--- src/rtl/axilite_buffer_if.sv ---
// AXI4-Lite bundle shared by both sides of the buffering stage.
interface axilite_if #(
  parameter int ADDR_WIDTH   = 32,
  parameter int DATA_WIDTH   = 32,
  parameter int STROBE_WIDTH = DATA_WIDTH / 8
);
  logic [ADDR_WIDTH-1:0]   awaddr;
  logic [2:0]              awprot;
  logic                    awvalid;
  logic                    awready;
  logic [DATA_WIDTH-1:0]   wdata;
  logic [STROBE_WIDTH-1:0] wstrb;
  logic                    wvalid;
  logic                    wready;
  logic [1:0]              bresp;
  logic                    bvalid;
  logic                    bready;
  logic [ADDR_WIDTH-1:0]   araddr;
  logic [2:0]              arprot;
  logic                    arvalid;
  logic                    arready;
  logic [DATA_WIDTH-1:0]   rdata;
  logic [1:0]              rresp;
  logic                    rvalid;
  logic                    rready;

  modport master (
    output awaddr, awprot, awvalid, input awready,
    output wdata, wstrb, wvalid, input wready,
    input bresp, bvalid, output bready,
    output araddr, arprot, arvalid, input arready,
    input rdata, rresp, rvalid, output rready
  );

  modport slave (
    input awaddr, awprot, awvalid, output awready,
    input wdata, wstrb, wvalid, output wready,
    output bresp, bvalid, input bready,
    input araddr, arprot, arvalid, output arready,
    output rdata, rresp, rvalid, input rready
  );
endinterface

--- src/rtl/axilite_buffer.sv ---
// AXI4-Lite buffering stage: per-channel pass-through or N-entry FIFO,
// plus write/read outstanding-transaction limiters on AW/AR.
module axilite_buffer_fifo #(
  parameter int DEPTH = 2,
  parameter int WIDTH = 8
) (
  input  logic             clk,
  input  logic             rst,
  input  logic [WIDTH-1:0] in_data_i,
  input  logic             in_valid_i,
  output logic             in_ready_o,
  output logic [WIDTH-1:0] out_data_o,
  output logic             out_valid_o,
  input  logic             out_ready_i
);
  localparam int PW = (DEPTH > 1) ? $clog2(DEPTH) : 1;
  localparam int CW = $clog2(DEPTH + 1);

  logic [WIDTH-1:0] mem_q [DEPTH];
  logic [PW-1:0]    wr_ptr_q, wr_ptr_d, rd_ptr_q, rd_ptr_d;
  logic [CW-1:0]    count_q, count_d;
  logic             push, pop;

  // Readiness is a function of stored occupancy only; rst forces both sides idle.
  assign in_ready_o  = !rst && (count_q != CW'(DEPTH));
  assign out_valid_o = !rst && (count_q != '0);
  assign out_data_o  = mem_q[rd_ptr_q];
  assign push        = in_valid_i & in_ready_o;
  assign pop         = out_valid_o & out_ready_i;

  always_comb begin
    wr_ptr_d = wr_ptr_q;
    rd_ptr_d = rd_ptr_q;
    count_d  = count_q;
    if (push) wr_ptr_d = (wr_ptr_q == PW'(DEPTH - 1)) ? '0 : wr_ptr_q + 1'b1;
    if (pop)  rd_ptr_d = (rd_ptr_q == PW'(DEPTH - 1)) ? '0 : rd_ptr_q + 1'b1;
    if (push && !pop)      count_d = count_q + 1'b1;
    else if (pop && !push) count_d = count_q - 1'b1;
  end

  always_ff @(posedge clk) begin
    if (rst) begin
      wr_ptr_q <= '0;
      rd_ptr_q <= '0;
      count_q  <= '0;
    end else begin
      wr_ptr_q <= wr_ptr_d;
      rd_ptr_q <= rd_ptr_d;
      count_q  <= count_d;
      if (push) mem_q[wr_ptr_q] <= in_data_i;
    end
  end
endmodule

module axilite_buffer #(
  parameter int AW_DEPTH           = 2,
  parameter int W_DEPTH            = 2,
  parameter int B_DEPTH            = 2,
  parameter int AR_DEPTH           = 2,
  parameter int R_DEPTH            = 2,
  parameter int MAX_WR_OUTSTANDING = 4,
  parameter int MAX_RD_OUTSTANDING = 4,
  localparam int WR_CW = (MAX_WR_OUTSTANDING > 0) ? $clog2(MAX_WR_OUTSTANDING + 1) : 1,
  localparam int RD_CW = (MAX_RD_OUTSTANDING > 0) ? $clog2(MAX_RD_OUTSTANDING + 1) : 1
) (
  input  logic             clk,
  input  logic             rst,
  axilite_if.slave         s_axilite,
  axilite_if.master        m_axilite,
  output logic [WR_CW-1:0] wr_outstanding,
  output logic [RD_CW-1:0] rd_outstanding
);
  localparam int ADDR_W = $bits(s_axilite.awaddr);
  localparam int DATA_W = $bits(s_axilite.wdata);
  localparam int STRB_W = $bits(s_axilite.wstrb);
  localparam int AXP    = ADDR_W + 3;
  localparam int WP     = DATA_W + STRB_W;
  localparam int RP     = DATA_W + 2;

  logic [AXP-1:0]   aw_in, aw_out, ar_in, ar_out;
  logic [WP-1:0]    w_in, w_out;
  logic [RP-1:0]    r_in, r_out;
  logic             aw_hvalid, aw_hready, aw_allow;
  logic             ar_hvalid, ar_hready, ar_allow;
  logic [WR_CW-1:0] wr_cnt_q, wr_cnt_d;
  logic [RD_CW-1:0] rd_cnt_q, rd_cnt_d;
  logic             wr_inc, wr_dec, rd_inc, rd_dec;

  assign aw_in = {s_axilite.awprot, s_axilite.awaddr};
  assign ar_in = {s_axilite.arprot, s_axilite.araddr};
  assign w_in  = {s_axilite.wstrb, s_axilite.wdata};
  assign r_in  = {m_axilite.rresp, m_axilite.rdata};
  assign {m_axilite.awprot, m_axilite.awaddr} = aw_out;
  assign {m_axilite.arprot, m_axilite.araddr} = ar_out;
  assign {m_axilite.wstrb, m_axilite.wdata}   = w_out;
  assign {s_axilite.rresp, s_axilite.rdata}   = r_out;

  // Limiter gates the head of AW/AR identically on valid and on pop.
  assign m_axilite.awvalid = aw_hvalid & aw_allow;
  assign aw_hready         = m_axilite.awready & aw_allow;
  assign m_axilite.arvalid = ar_hvalid & ar_allow;
  assign ar_hready         = m_axilite.arready & ar_allow;

  if (AW_DEPTH == 0) begin : g_aw_pass
    assign aw_out = aw_in;
    assign aw_hvalid = s_axilite.awvalid;
    assign s_axilite.awready = aw_hready;
  end else begin : g_aw_fifo
    axilite_buffer_fifo #(.DEPTH(AW_DEPTH), .WIDTH(AXP)) u_fifo (
      .clk(clk), .rst(rst), .in_data_i(aw_in), .in_valid_i(s_axilite.awvalid),
      .in_ready_o(s_axilite.awready), .out_data_o(aw_out), .out_valid_o(aw_hvalid),
      .out_ready_i(aw_hready));
  end

  if (W_DEPTH == 0) begin : g_w_pass
    assign w_out = w_in;
    assign m_axilite.wvalid = s_axilite.wvalid;
    assign s_axilite.wready = m_axilite.wready;
  end else begin : g_w_fifo
    axilite_buffer_fifo #(.DEPTH(W_DEPTH), .WIDTH(WP)) u_fifo (
      .clk(clk), .rst(rst), .in_data_i(w_in), .in_valid_i(s_axilite.wvalid),
      .in_ready_o(s_axilite.wready), .out_data_o(w_out), .out_valid_o(m_axilite.wvalid),
      .out_ready_i(m_axilite.wready));
  end

  if (B_DEPTH == 0) begin : g_b_pass
    assign s_axilite.bresp  = m_axilite.bresp;
    assign s_axilite.bvalid = m_axilite.bvalid;
    assign m_axilite.bready = s_axilite.bready;
  end else begin : g_b_fifo
    axilite_buffer_fifo #(.DEPTH(B_DEPTH), .WIDTH(2)) u_fifo (
      .clk(clk), .rst(rst), .in_data_i(m_axilite.bresp), .in_valid_i(m_axilite.bvalid),
      .in_ready_o(m_axilite.bready), .out_data_o(s_axilite.bresp),
      .out_valid_o(s_axilite.bvalid), .out_ready_i(s_axilite.bready));
  end

  if (AR_DEPTH == 0) begin : g_ar_pass
    assign ar_out = ar_in;
    assign ar_hvalid = s_axilite.arvalid;
    assign s_axilite.arready = ar_hready;
  end else begin : g_ar_fifo
    axilite_buffer_fifo #(.DEPTH(AR_DEPTH), .WIDTH(AXP)) u_fifo (
      .clk(clk), .rst(rst), .in_data_i(ar_in), .in_valid_i(s_axilite.arvalid),
      .in_ready_o(s_axilite.arready), .out_data_o(ar_out), .out_valid_o(ar_hvalid),
      .out_ready_i(ar_hready));
  end

  if (R_DEPTH == 0) begin : g_r_pass
    assign r_out = r_in;
    assign s_axilite.rvalid = m_axilite.rvalid;
    assign m_axilite.rready = s_axilite.rready;
  end else begin : g_r_fifo
    axilite_buffer_fifo #(.DEPTH(R_DEPTH), .WIDTH(RP)) u_fifo (
      .clk(clk), .rst(rst), .in_data_i(r_in), .in_valid_i(m_axilite.rvalid),
      .in_ready_o(m_axilite.rready), .out_data_o(r_out), .out_valid_o(s_axilite.rvalid),
      .out_ready_i(s_axilite.rready));
  end

  if (MAX_WR_OUTSTANDING == 0) begin : g_wr_unlim
    assign aw_allow = 1'b1;
  end else begin : g_wr_lim
    assign aw_allow = (wr_cnt_q < WR_CW'(MAX_WR_OUTSTANDING));
  end

  if (MAX_RD_OUTSTANDING == 0) begin : g_rd_unlim
    assign ar_allow = 1'b1;
  end else begin : g_rd_lim
    assign ar_allow = (rd_cnt_q < RD_CW'(MAX_RD_OUTSTANDING));
  end

  assign wr_inc = m_axilite.awvalid & m_axilite.awready;
  assign wr_dec = s_axilite.bvalid & s_axilite.bready;
  assign rd_inc = m_axilite.arvalid & m_axilite.arready;
  assign rd_dec = s_axilite.rvalid & s_axilite.rready;

  // Limited counters hold at zero on underflow; unlimited ones free-run and wrap.
  always_comb begin
    wr_cnt_d = wr_cnt_q;
    rd_cnt_d = rd_cnt_q;
    if (wr_inc && !wr_dec) wr_cnt_d = wr_cnt_q + 1'b1;
    else if (wr_dec && !wr_inc && (wr_cnt_q != '0 || MAX_WR_OUTSTANDING == 0))
      wr_cnt_d = wr_cnt_q - 1'b1;
    if (rd_inc && !rd_dec) rd_cnt_d = rd_cnt_q + 1'b1;
    else if (rd_dec && !rd_inc && (rd_cnt_q != '0 || MAX_RD_OUTSTANDING == 0))
      rd_cnt_d = rd_cnt_q - 1'b1;
  end

  always_ff @(posedge clk) begin
    if (rst) begin
      wr_cnt_q <= '0;
      rd_cnt_q <= '0;
    end else begin
      wr_cnt_q <= wr_cnt_d;
      rd_cnt_q <= rd_cnt_d;
    end
  end

  always_ff @(posedge clk) begin
    if (!rst && MAX_WR_OUTSTANDING > 0) assert (!(wr_dec && !wr_inc && wr_cnt_q == '0));
    if (!rst && MAX_RD_OUTSTANDING > 0) assert (!(rd_dec && !rd_inc && rd_cnt_q == '0));
  end

  assign wr_outstanding = rst ? '0 : wr_cnt_q;
  assign rd_outstanding = rst ? '0 : rd_cnt_q;
endmodule

--- src/flat_wrapper.sv ---
// flat-port wrapper written by rule: the top's interface ports become plain ports
module axilite_buffer_flat 
#(
  parameter int AW_DEPTH           = 2,
  parameter int W_DEPTH            = 2,
  parameter int B_DEPTH            = 2,
  parameter int AR_DEPTH           = 2,
  parameter int R_DEPTH            = 2,
  parameter int MAX_WR_OUTSTANDING = 4,
  parameter int MAX_RD_OUTSTANDING = 4,
  localparam int WR_CW = (MAX_WR_OUTSTANDING > 0) ? $clog2(MAX_WR_OUTSTANDING + 1) : 1,
  localparam int RD_CW = (MAX_RD_OUTSTANDING > 0) ? $clog2(MAX_RD_OUTSTANDING + 1) : 1
)
  (clk, rst, wr_outstanding, rd_outstanding, s_axilite_awaddr, s_axilite_awprot, s_axilite_awvalid, s_axilite_awready, s_axilite_wdata, s_axilite_wstrb, s_axilite_wvalid, s_axilite_wready, s_axilite_bresp, s_axilite_bvalid, s_axilite_bready, s_axilite_araddr, s_axilite_arprot, s_axilite_arvalid, s_axilite_arready, s_axilite_rdata, s_axilite_rresp, s_axilite_rvalid, s_axilite_rready, m_axilite_awaddr, m_axilite_awprot, m_axilite_awvalid, m_axilite_awready, m_axilite_wdata, m_axilite_wstrb, m_axilite_wvalid, m_axilite_wready, m_axilite_bresp, m_axilite_bvalid, m_axilite_bready, m_axilite_araddr, m_axilite_arprot, m_axilite_arvalid, m_axilite_arready, m_axilite_rdata, m_axilite_rresp, m_axilite_rvalid, m_axilite_rready);
  axilite_if #(.ADDR_WIDTH(32), .DATA_WIDTH(32), .STROBE_WIDTH(4)) s_axilite_i ();
  axilite_if #(.ADDR_WIDTH(32), .DATA_WIDTH(32), .STROBE_WIDTH(4)) m_axilite_i ();
  input  logic clk;
  input  logic rst;
  output logic [WR_CW-1:0] wr_outstanding;
  output logic [RD_CW-1:0] rd_outstanding;
  input wire logic [$bits(s_axilite_i.awaddr)-1:0] s_axilite_awaddr;
  input wire logic [$bits(s_axilite_i.awprot)-1:0] s_axilite_awprot;
  input wire logic [$bits(s_axilite_i.awvalid)-1:0] s_axilite_awvalid;
  output wire logic [$bits(s_axilite_i.awready)-1:0] s_axilite_awready;
  input wire logic [$bits(s_axilite_i.wdata)-1:0] s_axilite_wdata;
  input wire logic [$bits(s_axilite_i.wstrb)-1:0] s_axilite_wstrb;
  input wire logic [$bits(s_axilite_i.wvalid)-1:0] s_axilite_wvalid;
  output wire logic [$bits(s_axilite_i.wready)-1:0] s_axilite_wready;
  output wire logic [$bits(s_axilite_i.bresp)-1:0] s_axilite_bresp;
  output wire logic [$bits(s_axilite_i.bvalid)-1:0] s_axilite_bvalid;
  input wire logic [$bits(s_axilite_i.bready)-1:0] s_axilite_bready;
  input wire logic [$bits(s_axilite_i.araddr)-1:0] s_axilite_araddr;
  input wire logic [$bits(s_axilite_i.arprot)-1:0] s_axilite_arprot;
  input wire logic [$bits(s_axilite_i.arvalid)-1:0] s_axilite_arvalid;
  output wire logic [$bits(s_axilite_i.arready)-1:0] s_axilite_arready;
  output wire logic [$bits(s_axilite_i.rdata)-1:0] s_axilite_rdata;
  output wire logic [$bits(s_axilite_i.rresp)-1:0] s_axilite_rresp;
  output wire logic [$bits(s_axilite_i.rvalid)-1:0] s_axilite_rvalid;
  input wire logic [$bits(s_axilite_i.rready)-1:0] s_axilite_rready;
  output wire logic [$bits(m_axilite_i.awaddr)-1:0] m_axilite_awaddr;
  output wire logic [$bits(m_axilite_i.awprot)-1:0] m_axilite_awprot;
  output wire logic [$bits(m_axilite_i.awvalid)-1:0] m_axilite_awvalid;
  input wire logic [$bits(m_axilite_i.awready)-1:0] m_axilite_awready;
  output wire logic [$bits(m_axilite_i.wdata)-1:0] m_axilite_wdata;
  output wire logic [$bits(m_axilite_i.wstrb)-1:0] m_axilite_wstrb;
  output wire logic [$bits(m_axilite_i.wvalid)-1:0] m_axilite_wvalid;
  input wire logic [$bits(m_axilite_i.wready)-1:0] m_axilite_wready;
  input wire logic [$bits(m_axilite_i.bresp)-1:0] m_axilite_bresp;
  input wire logic [$bits(m_axilite_i.bvalid)-1:0] m_axilite_bvalid;
  output wire logic [$bits(m_axilite_i.bready)-1:0] m_axilite_bready;
  output wire logic [$bits(m_axilite_i.araddr)-1:0] m_axilite_araddr;
  output wire logic [$bits(m_axilite_i.arprot)-1:0] m_axilite_arprot;
  output wire logic [$bits(m_axilite_i.arvalid)-1:0] m_axilite_arvalid;
  input wire logic [$bits(m_axilite_i.arready)-1:0] m_axilite_arready;
  input wire logic [$bits(m_axilite_i.rdata)-1:0] m_axilite_rdata;
  input wire logic [$bits(m_axilite_i.rresp)-1:0] m_axilite_rresp;
  input wire logic [$bits(m_axilite_i.rvalid)-1:0] m_axilite_rvalid;
  output wire logic [$bits(m_axilite_i.rready)-1:0] m_axilite_rready;
  assign s_axilite_i.awaddr = s_axilite_awaddr;
  assign s_axilite_i.awprot = s_axilite_awprot;
  assign s_axilite_i.awvalid = s_axilite_awvalid;
  assign s_axilite_awready = s_axilite_i.awready;
  assign s_axilite_i.wdata = s_axilite_wdata;
  assign s_axilite_i.wstrb = s_axilite_wstrb;
  assign s_axilite_i.wvalid = s_axilite_wvalid;
  assign s_axilite_wready = s_axilite_i.wready;
  assign s_axilite_bresp = s_axilite_i.bresp;
  assign s_axilite_bvalid = s_axilite_i.bvalid;
  assign s_axilite_i.bready = s_axilite_bready;
  assign s_axilite_i.araddr = s_axilite_araddr;
  assign s_axilite_i.arprot = s_axilite_arprot;
  assign s_axilite_i.arvalid = s_axilite_arvalid;
  assign s_axilite_arready = s_axilite_i.arready;
  assign s_axilite_rdata = s_axilite_i.rdata;
  assign s_axilite_rresp = s_axilite_i.rresp;
  assign s_axilite_rvalid = s_axilite_i.rvalid;
  assign s_axilite_i.rready = s_axilite_rready;
  assign m_axilite_awaddr = m_axilite_i.awaddr;
  assign m_axilite_awprot = m_axilite_i.awprot;
  assign m_axilite_awvalid = m_axilite_i.awvalid;
  assign m_axilite_i.awready = m_axilite_awready;
  assign m_axilite_wdata = m_axilite_i.wdata;
  assign m_axilite_wstrb = m_axilite_i.wstrb;
  assign m_axilite_wvalid = m_axilite_i.wvalid;
  assign m_axilite_i.wready = m_axilite_wready;
  assign m_axilite_i.bresp = m_axilite_bresp;
  assign m_axilite_i.bvalid = m_axilite_bvalid;
  assign m_axilite_bready = m_axilite_i.bready;
  assign m_axilite_araddr = m_axilite_i.araddr;
  assign m_axilite_arprot = m_axilite_i.arprot;
  assign m_axilite_arvalid = m_axilite_i.arvalid;
  assign m_axilite_i.arready = m_axilite_arready;
  assign m_axilite_i.rdata = m_axilite_rdata;
  assign m_axilite_i.rresp = m_axilite_rresp;
  assign m_axilite_i.rvalid = m_axilite_rvalid;
  assign m_axilite_rready = m_axilite_i.rready;
  axilite_buffer #(.AW_DEPTH(AW_DEPTH), .W_DEPTH(W_DEPTH), .B_DEPTH(B_DEPTH), .AR_DEPTH(AR_DEPTH), .R_DEPTH(R_DEPTH), .MAX_WR_OUTSTANDING(MAX_WR_OUTSTANDING), .MAX_RD_OUTSTANDING(MAX_RD_OUTSTANDING)) u_core (.clk(clk), .rst(rst), .s_axilite(s_axilite_i), .m_axilite(m_axilite_i), .wr_outstanding(wr_outstanding), .rd_outstanding(rd_outstanding));
endmodule
--- config.mk ---
export PLATFORM = sky130hd
export DESIGN_NAME = axilite_buffer_flat
export DESIGN_NICKNAME = d
export VERILOG_FILES = /design/src/rtl/axilite_buffer_if.sv /design/src/rtl/axilite_buffer.sv /design/src/flat_wrapper.sv
export SDC_FILE = /design/constraint.sdc
export NUM_CORES = 1
export LEC_CHECK = 0
export ABC_CLOCK_PERIOD_IN_PS = 10650
export CAP_MARGIN = 20
export CORE_MARGIN = 5
export CORE_UTILIZATION = 45
export DETAILED_ROUTE_END_ITERATION = 10
export MAX_ROUTING_LAYER = met4
export PLACE_DENSITY_LB_ADDON = 0.12
export SETUP_SLACK_MARGIN = 0.15
export SLEW_MARGIN = 0
export SYNTH_ARGS = -nofsm -noshare
export SYNTH_HDL_FRONTEND = slang
export SYNTH_SLANG_ARGS = --single-unit
--- constraint.sdc ---
create_clock -name clk -period 10.65 [get_ports clk]
set_clock_uncertainty 0.15 [all_clocks]
set_input_delay 2.13 -clock clk [delete_from_list [all_inputs] [get_ports clk]]
set_output_delay 2.13 -clock clk [all_outputs]
set_load 0.02 [all_outputs]
==> results of run 1 <==
==> Yosys cell counts <==
master / n / area share (%)
and3_1: 1 / 0.053
dfxtp_1: 31 / 5.3
o21ai_0: 9 / 0.38
buf_6: 1 / 0.096
mux2i_1: 1 / 0.085
clkbuf_1: 4 / 0.13
nand3_1: 4 / 0.17
nand2_2: 1 / 0.053
xor2_1: 14 / 1.0
nor2b_1: 9 / 0.48
o2bb2ai_1: 1 / 0.074
buf_1: 10 / 0.32
fa_1: 2 / 0.34
nor3_1: 2 / 0.085
mux2_2: 143 / 14
and3b_1: 1 / 0.074
nor2_1: 26 / 0.83
a31oi_1: 1 / 0.053
inv_4: 1 / 0.053
a211oi_1: 5 / 0.32
xnor2_1: 8 / 0.60
ha_1: 5 / 0.53
buf_2: 8 / 0.34
or3_1: 7 / 0.37
nand2_1: 5 / 0.16
inv_1: 14 / 0.45
and2_1: 6 / 0.32
a32o_1: 1 / 0.085
o311a_1: 1 / 0.085
or2_1: 1 / 0.053
edfxtp_1: 284 / 72
o21ba_2: 3 / 0.26
mux2_4: 2 / 0.26
nor2_2: 1 / 0.053
a21oi_1: 10 / 0.43
==> layout make-up <==
| class | instances | area [um^2] |
|---|---|---|
| tap | 335 | 419.2 |
| fill | 1872 | 9472 |
| multi-input combinational | 270 | 2476 |
| timing repair buffer | 323 | 3198 |
| antenna | 1 | 2.502 |
| clock buffer | 47 | 983.4 |
| clock inverter | 15 | 152.6 |
| inverter | 15 | 58.81 |
| sequential | 315 | 9149 |
==> metal layers <==
| metal | wire length, um | global-route usage [%] | vias up | part of all wire (%) |
|---|---|---|---|---|
| li1 | - | - | 3059 | - |
| met1 | 9653 | 19.72 | 3137 | 39 |
| met2 | 12680 | 27.72 | 195 | 52 |
| met3 | 1891 | 4.666 | 29 | 7.7 |
| met4 | 392 | 4.204 | 0 | 1.6 |
| met5 | 0 | - | - | 0 |
==> registers in the layout, indices dropped and copies added, names as in the netlist, 3 cells and up, named ones only <==
signal                         cells
u_core.g_aw_fifo.u_fifo.mem_q     70
u_core.g_ar_fifo.u_fifo.mem_q     70
u_core.wr_cnt_q                    3
u_core.g_r_fifo.u_fifo.mem_q      68
u_core.g_w_fifo.u_fifo.mem_q      72
u_core.rd_cnt_q                    3
u_core.g_b_fifo.u_fifo.mem_q       4
==> worst register-to-register path: cells and delay by family, from the launching register on <==
kind                   cells  cell delay [ps]
flip-flops                 1              440
AND/OR/NAND/NOR            1              980
AO/OA/AOI/OAI              1              650
buffers and inverters      1               90
==> cell families after synthesis <==
group	count (synthesis)	synth area share, %
flops	315	77.71
mux	146	14.02
simple gates	64	2.700
buf+inv	38	1.382
compound gates	31	1.679
xor+xnor	22	1.637
fa+ha+maj	7	0.8715
==> final timing paths <==
kind | slack, ps | cells past startpoint | start | to
min reg2reg | 350 | 2 | u_core.g_r_fifo.u_fifo.rd_ptr_q$_SDFFE_PP0P_ | flop
min | 350 | 2 | u_core.g_r_fifo.u_fifo.rd_ptr_q$_SDFFE_PP0P_ | flop
max | 4850 | 5 | rst | m_axilite_awvalid
max reg2reg | 7940 | 3 | u_core.g_w_fifo.u_fifo.count_q[0]$_SDFFE_PP0P_ | u_core.g_w_fifo.u_fifo.mem_q[0][13]$_DFFE_PP_
==> per-stage QoR <==
step                area (um^2)  hold WS, ps  util [%]  power [mW]
global placement          15300        332.5     59.05       2.040
CTS                       16440        352.4     63.44       3.229
floorplan                 11770        322.5         -       1.784
global route              16440        379.8     63.45       3.322
finish                    16440        349.3     63.45       3.182
detailed placement        15300        336.1     59.05       2.046
==> power by group <==
part	total, mW	switching [mW]	internal [mW]
clock network	1.17	0.447	0.721
registers	1.47	0.0322	1.43
logic	0.549	0.268	0.281
total	3.18	0.747	2.44
==> impl_table.tex, run 1 <==
\begin{tabular}{lr}
\hline
Metric & Value \\
\hline
\multicolumn{2}{l}{\textbf{Die}} \\
\quad Number of rows in the core area & 59 \\
\quad Number of ports placed on the die boundary & 312 \\
\quad Die boundary width & approximately 170 um \\
\quad Area of the die & 29,500 um\^{}2 \\
\quad Die outline height & 171.7 um \\
\quad Std-Cell Core Area & approximately 26,000 um\^{}2 \\
\quad Initial core utilization & 45.43\% \\
\multicolumn{2}{l}{\textbf{Synth}} \\
\quad Average cell area after synthesis & 18.90 um\^{}2 \\
\quad Flops \& latches, synth & 315 \\
\quad Post-synth net total & 784 \\
\quad Sequential area share after synthesis & 77.71\% \\
\quad Synth cell types & 35 \\
\quad Cell area after synthesis & 11,770 um\^{}2 \\
\quad Post-Synthesis Cells & 623 \\
\quad Warnings, synthesis & 0 \\
\multicolumn{2}{l}{\textbf{Worst setup path}} \\
\quad Capturing element type of the critical path & output pin \\
\quad Data required, critical path & 8370 ps \\
\quad Max FO, Critical Path & 48 \\
\quad Slowest CP cell & clkdlybuf4s50\_1 \\
\quad Critical Path, Cell by Cell & buf\_2, buf\_4, nor2\_1, and2\_1, clkdlybuf4s50\_1 \\
\quad Type of the setup path with the least slack & in -> out \\
\quad Dominant delay contributor by cell family on the critical path & buffers and inverters \\
\quad CP peak stage delay & around 550 ps \\
\quad Buffering stage count on the worst path with inverters included & 3 \\
\quad Type of origin of the critical path & input pin \\
\quad Crit path DAT & 3520 ps \\
\multicolumn{2}{l}{\textbf{Drt}} \\
\quad Total vias in the final route & around 6,400 \\
\quad Vias per inst & 4.860 \\
\quad Remaining DRCs & 0 \\
\quad Number of iterations in the first detailed-routing pass & 4 \\
\quad DRT antenna net count & 0 \\
\quad Avg WL per Cell & roughly 19 um \\
\quad Final routed wirelength across all metal layers & $\sim$25,000 um \\
\quad First-iteration detailed-routing DRC count & between 300 and 400 \\
\multicolumn{2}{l}{\textbf{STA}} \\
\quad Final setup slack of the worst path & 4849 ps \\
\quad Count of final hold-check violations & 0 \\
\quad Final TNS setup & 0 ps \\
\quad Maximum clock rate & $\sim$170 MHz \\
\quad Share of the clock period used by the worst path & 54.47\% \\
\quad Clock period minus worst slack & 5801 ps \\
\quad Slew at the pin closest to its max-slew limit & between 1000 and 1500 ps \\
\quad RSZ-0062 raised after global routing & no \\
\quad Headroom to the max-slew limit & a little under 30\% \\
\quad Final setup violation count & 0 \\
\quad Number of slew-limit violations in the final report & 0 \\
\multicolumn{2}{l}{\textbf{Clock tree}} \\
\quad Worst-path clk slew & 60 ps \\
\quad Clock Latency Late Sink & 490 ps \\
\quad Clock buffer depth & 3 \\
\quad Setup repair bufs after CTS & 0 \\
\quad CTS resizes & 0 \\
\quad CTS H-tree depth & 2 \\
\quad Clock tree from TritonCTS & done \\
\quad Root buf cell & clkbuf\_16 \\
\quad Sink Count & $\sim$320 \\
\quad Hold bufs inserted after CTS & 0 \\
\quad Num CTS Buffers & 34 \\
\multicolumn{2}{l}{\textbf{Placed design}} \\
\quad Number of port buffers & 311 \\
\quad HPWL after DPL & approximately 17,000 um \\
\quad Setup Slack @ Placement & 4837 ps \\
\quad GPL Wtd Cong & 0.7417 \\
\quad Number of cells after detailed placement & roughly 1,300 \\
\multicolumn{2}{l}{\textbf{Global route}} \\
\quad Overflow left after global routing & 0 \\
\quad Largest net degree at the start of global routing & 49 \\
\quad Initial antenna violation count & 1 \\
\quad Vias in the first global route & 6,787 \\
\quad First-pass GRT wire length & 36,440 um \\
\quad GRT Total Usage & $\sim$16\% \\
\multicolumn{2}{l}{\textbf{Final layout}} \\
\quad Non-filler cells, final & roughly 1,300 \\
\quad Top library cells by usage in the layout, fill and taps aside & 310 x clkdlybuf4s50\_1, 284 x edfxtp\_1, 143 x mux2\_2 \\
\quad Ratio of cells with drive above 1 in the final layout & 22.13\% \\
\quad Layout net count & about 1,100 \\
\quad Most frequent standard cell in the layout excluding fill and tap cells & clkdlybuf4s50\_1 \\
\quad Layout Area Growth over Synthesis & 39.64\% \\
\multicolumn{2}{l}{\textbf{Power}} \\
\quad Maximum resistive drop on vdd & between 0.15 and 0.2 mV \\
\quad P\_leak & 5.609 nW \\
\quad Power density over cell area & 193.6 nW/um\^{}2 \\
\multicolumn{2}{l}{\textbf{Run}} \\
\quad Maximum Capacitance Violations & 0 \\
\multicolumn{2}{l}{\textbf{Hold path}} \\
\quad Hold Crit Class & reg -> reg \\
\multicolumn{2}{l}{\textbf{Outcome}} \\
\quad Outcome & completed \\
\hline
\end{tabular}
Power figures use the tool's default switching activity.
==> run 2: changes to the inputs <==
- ABC_CLOCK_PERIOD_IN_PS: 10650 -> 5700
- clock period: 10.65 -> 5.7 ns (I/O delays scaled with it)
==> impl_table.tex, run 2 (synthesis gave the netlist of run 1 again) <==
\begin{tabular}{lr}
\hline
Metric & Value \\
\hline
\multicolumn{2}{l}{\textbf{Worst setup path}} \\
\quad Crit path DAT & $\sim$2800 ps \\
\quad Worst reg2reg startpoint & u\_core.g\_ar\_fifo.u\_fifo.count\_q[0]\$\_SDFFE\_PP0P\_ \\
\quad CP peak stage delay & roughly 600 ps \\
\quad Setup slack of the worst register-to-register path & approximately 3400 ps \\
\quad Dominant delay contributor by cell family on the critical path & buffers and inverters \\
\quad Last element of the critical path & s\_axilite\_bvalid \\
\quad Type of the setup path with the least slack & in -> out \\
\quad End of the worst register-to-register path & u\_core.g\_ar\_fifo.u\_fifo.mem\_q[0][10]\$\_DFFE\_PP\_ \\
\quad Max FO, Critical Path & 41 \\
\quad Data required, critical path & 4410 ps \\
\quad Capturing element type of the critical path & output pin \\
\quad Slowest CP cell & buf\_2 \\
\quad Worst setup startpoint & rst \\
\quad Buffering stage count on the worst path with inverters included & 3 \\
\quad Stages on worst setup path & 4 \\
\quad Number of cells on the worst reg-to-reg path & 4 \\
\quad Critical Path, Cell by Cell & buf\_2, buf\_4, o21ba\_2, clkdlybuf4s50\_1 \\
\quad Type of origin of the critical path & input pin \\
\multicolumn{2}{l}{\textbf{Die}} \\
\quad Number of ports placed on the die boundary & about 310 \\
\quad Area of the die & 29,500 um\^{}2 \\
\quad Die boundary width & 171.7 um \\
\quad Std-Cell Core Area & 25,910 um\^{}2 \\
\quad Die outline height & around 170 um \\
\quad Number of rows in the core area & 59 \\
\quad Initial core utilization & 45.43\% \\
\multicolumn{2}{l}{\textbf{Power}} \\
\quad P\_leak & 5.589 nW \\
\quad Power density over cell area & approximately 360 nW/um\^{}2 \\
\quad Maximum resistive drop on vdd & 0.3027 mV \\
\quad Sum of internal, switching and leakage power & 5.852 mW \\
\multicolumn{2}{l}{\textbf{Final layout}} \\
\quad Max reg flops & 72 \\
\quad Ratio of cells with drive above 1 in the final layout & 21.73\% \\
\quad Number of inserted filler cells in the final layout & 1,936 \\
\quad Top library cells by usage in the layout, fill and taps aside & 310 x clkdlybuf4s50\_1, 284 x edfxtp\_1, 143 x mux2\_2 \\
\quad Registers with the most flip-flops & u\_core.g\_w\_fifo.u\_fifo.mem\_q (72), u\_core.g\_ar\_fifo.u\_fifo.mem\_q (70), u\_core.g\_aw\_fifo.u\_fifo.mem\_q (70) \\
\quad Register bank with the most flops & u\_core.g\_w\_fifo.u\_fifo.mem\_q \\
\quad Layout Utilization & between 60 and 70\% \\
\quad Non-filler cells, final & 1,323 \\
\quad Most frequent standard cell in the layout excluding fill and tap cells & clkdlybuf4s50\_1 \\
\quad Layout Area Growth over Synthesis & 39.46\% \\
\quad Layout net count & between 1,000 and 1,500 \\
\multicolumn{2}{l}{\textbf{Drt}} \\
\quad Final routed wirelength across all metal layers & 24,510 um \\
\quad Total vias in the final route & around 6,500 \\
\quad Vias per inst & 4.918 \\
\quad DRT antenna net count & 0 \\
\quad Avg WL per Cell & approximately 19 um \\
\quad Remaining DRCs & 0 \\
\quad Number of iterations in the first detailed-routing pass & 4 \\
\quad First-iteration detailed-routing DRC count & 298 \\
\multicolumn{2}{l}{\textbf{Global route}} \\
\quad Largest net degree at the start of global routing & 42 \\
\quad Initial antenna violation count & 3 \\
\quad Vias in the first global route & 7,004 \\
\quad GRT Total Usage & 16.42\% \\
\quad Overflow left after global routing & 0 \\
\quad First-pass GRT wire length & 36,430 um \\
\multicolumn{2}{l}{\textbf{Clock tree}} \\
\quad Num CTS Buffers & 34 \\
\quad Clock tree from TritonCTS & done \\
\quad Clock Latency Late Sink & 500 ps \\
\quad Hold bufs inserted after CTS & 0 \\
\quad CTS resizes & 0 \\
\quad Worst-path clk slew & 50 ps \\
\quad Sink Count & 315 \\
\quad Clock buffer depth & 3 \\
\quad CTS H-tree depth & 2 \\
\quad Root buf cell & clkbuf\_16 \\
\quad Setup repair bufs after CTS & 0 \\
\multicolumn{2}{l}{\textbf{STA}} \\
\quad Number of slew-limit violations in the final report & 0 \\
\quad Maximum clock rate & 247.0 MHz \\
\quad Final setup violation count & 0 \\
\quad Count of final hold-check violations & 0 \\
\quad Clock period minus worst slack & between 4000 and 5000 ps \\
\quad Headroom to the max-slew limit & between 40\% and 50\% \\
\quad Share of the clock period used by the worst path & 71.03\% \\
\quad Slew at the pin closest to its max-slew limit & between 700 and 800 ps \\
\quad Final setup slack of the worst path & 1651 ps \\
\quad RSZ-0062 raised after global routing & no \\
\quad Final TNS setup & 0 ps \\
\multicolumn{2}{l}{\textbf{Hold path}} \\
\quad Hold Crit Class & reg -> reg \\
\multicolumn{2}{l}{\textbf{Outcome}} \\
\quad Outcome & completed \\
\multicolumn{2}{l}{\textbf{Placed design}} \\
\quad HPWL after DPL & 16,560 um \\
\quad Number of port buffers & around 310 \\
\quad GPL Wtd Cong & between 0.7 and 0.8 \\
\quad Number of cells after detailed placement & 1,258 \\
\quad Setup Slack @ Placement & 1607 ps \\
\multicolumn{2}{l}{\textbf{Run}} \\
\quad Maximum Capacitance Violations & 0 \\
\hline
\end{tabular}
run 2: cell count changes in the layout (fill, tap and decap cells not counted), moves of 2 or more:
cell and delta:
clkinv_2 -4, clkinv_1 +3, bufinv_16 -2, clkbuf_8 +2, diode_2 +2, inv_6 -2
run 2: worst min path at each step:
| stage | from | endpoint | slack [ps] | depth (start not counted) |
|---|---|---|---|---|
| global route | u_core.g_b_fifo.u_fifo.rd_ptr_q$_SDFFE_PP0P_ | u_core.g_b_fifo.u_fifo.rd_ptr_q$_SDFFE_PP0P_ | 380 | 2 |
| CTS | u_core.g_b_fifo.u_fifo.rd_ptr_q$_SDFFE_PP0P_ | u_core.g_b_fifo.u_fifo.rd_ptr_q$_SDFFE_PP0P_ | 360 | 2 |
| global placement | u_core.g_b_fifo.u_fifo.rd_ptr_q$_SDFFE_PP0P_ | u_core.g_b_fifo.u_fifo.rd_ptr_q$_SDFFE_PP0P_ | 340 | 2 |
| floorplan | u_core.g_w_fifo.u_fifo.rd_ptr_q$_SDFFE_PP0P_ | flop | 320 | 2 |
| finish | u_core.g_b_fifo.u_fifo.rd_ptr_q$_SDFFE_PP0P_ | u_core.g_b_fifo.u_fifo.rd_ptr_q$_SDFFE_PP0P_ | 350 | 2 |
| detailed placement | u_core.g_b_fifo.u_fifo.rd_ptr_q$_SDFFE_PP0P_ | u_core.g_b_fifo.u_fifo.rd_ptr_q$_SDFFE_PP0P_ | 340 | 2 |
run 2: power by group:
part,leakage [nW],internal (mW),switching (mW)
registers,2.86,2.68,0.0591
clock network,0.532,1.28,0.809
logic,2.20,0.527,0.501
run 2: worst min-delay path, delay by kind of cell (launching register included):
| family | cells | cell delay, ps |
|---|---|---|
| DFF | 1 | 320 |
| and+or+nand+nor | 1 | 70 |
| xor gates and xnor gates | 1 | 80 |
run 2: per-layer routing:
| metal | vias to the layer above | wire (um) | global-route usage (%) |
|---|---|---|---|
| met5 | - | 0 | - |
| met4 | 0 | 994 | 6.972 |
| met3 | 56 | 1997 | 5.033 |
| met2 | 218 | 12260 | 27.55 |
| met1 | 3182 | 9264 | 18.25 |
| li1 | 3050 | - | - |
run 2: cell type report:
| cell class | instances | area, um^2 | area share, % |
|---|---|---|---|
| clock inverter | 11 | 75.07 | 0.4572 |
| antenna | 3 | 7.507 | 0.04572 |
| timing repair buffer | 324 | 3218 | 19.60 |
| sequential | 315 | 9149 | 55.72 |
| multi-input combinational | 270 | 2476 | 15.08 |
| clock buffer | 50 | 1015 | 6.180 |
| tap | 335 | 419.2 | 2.553 |
| inverter | 15 | 58.81 | 0.3582 |
run 2: per-stage QoR:
step / hold slack [ps] / cell area, um^2
after floorplan: 322.5 / 11770
after global placement: 336.9 / 15300
after detailed placement: 338.7 / 15300
after CTS: 357.3 / 16390
after global routing: 379.3 / 16420
final: 353.3 / 16420
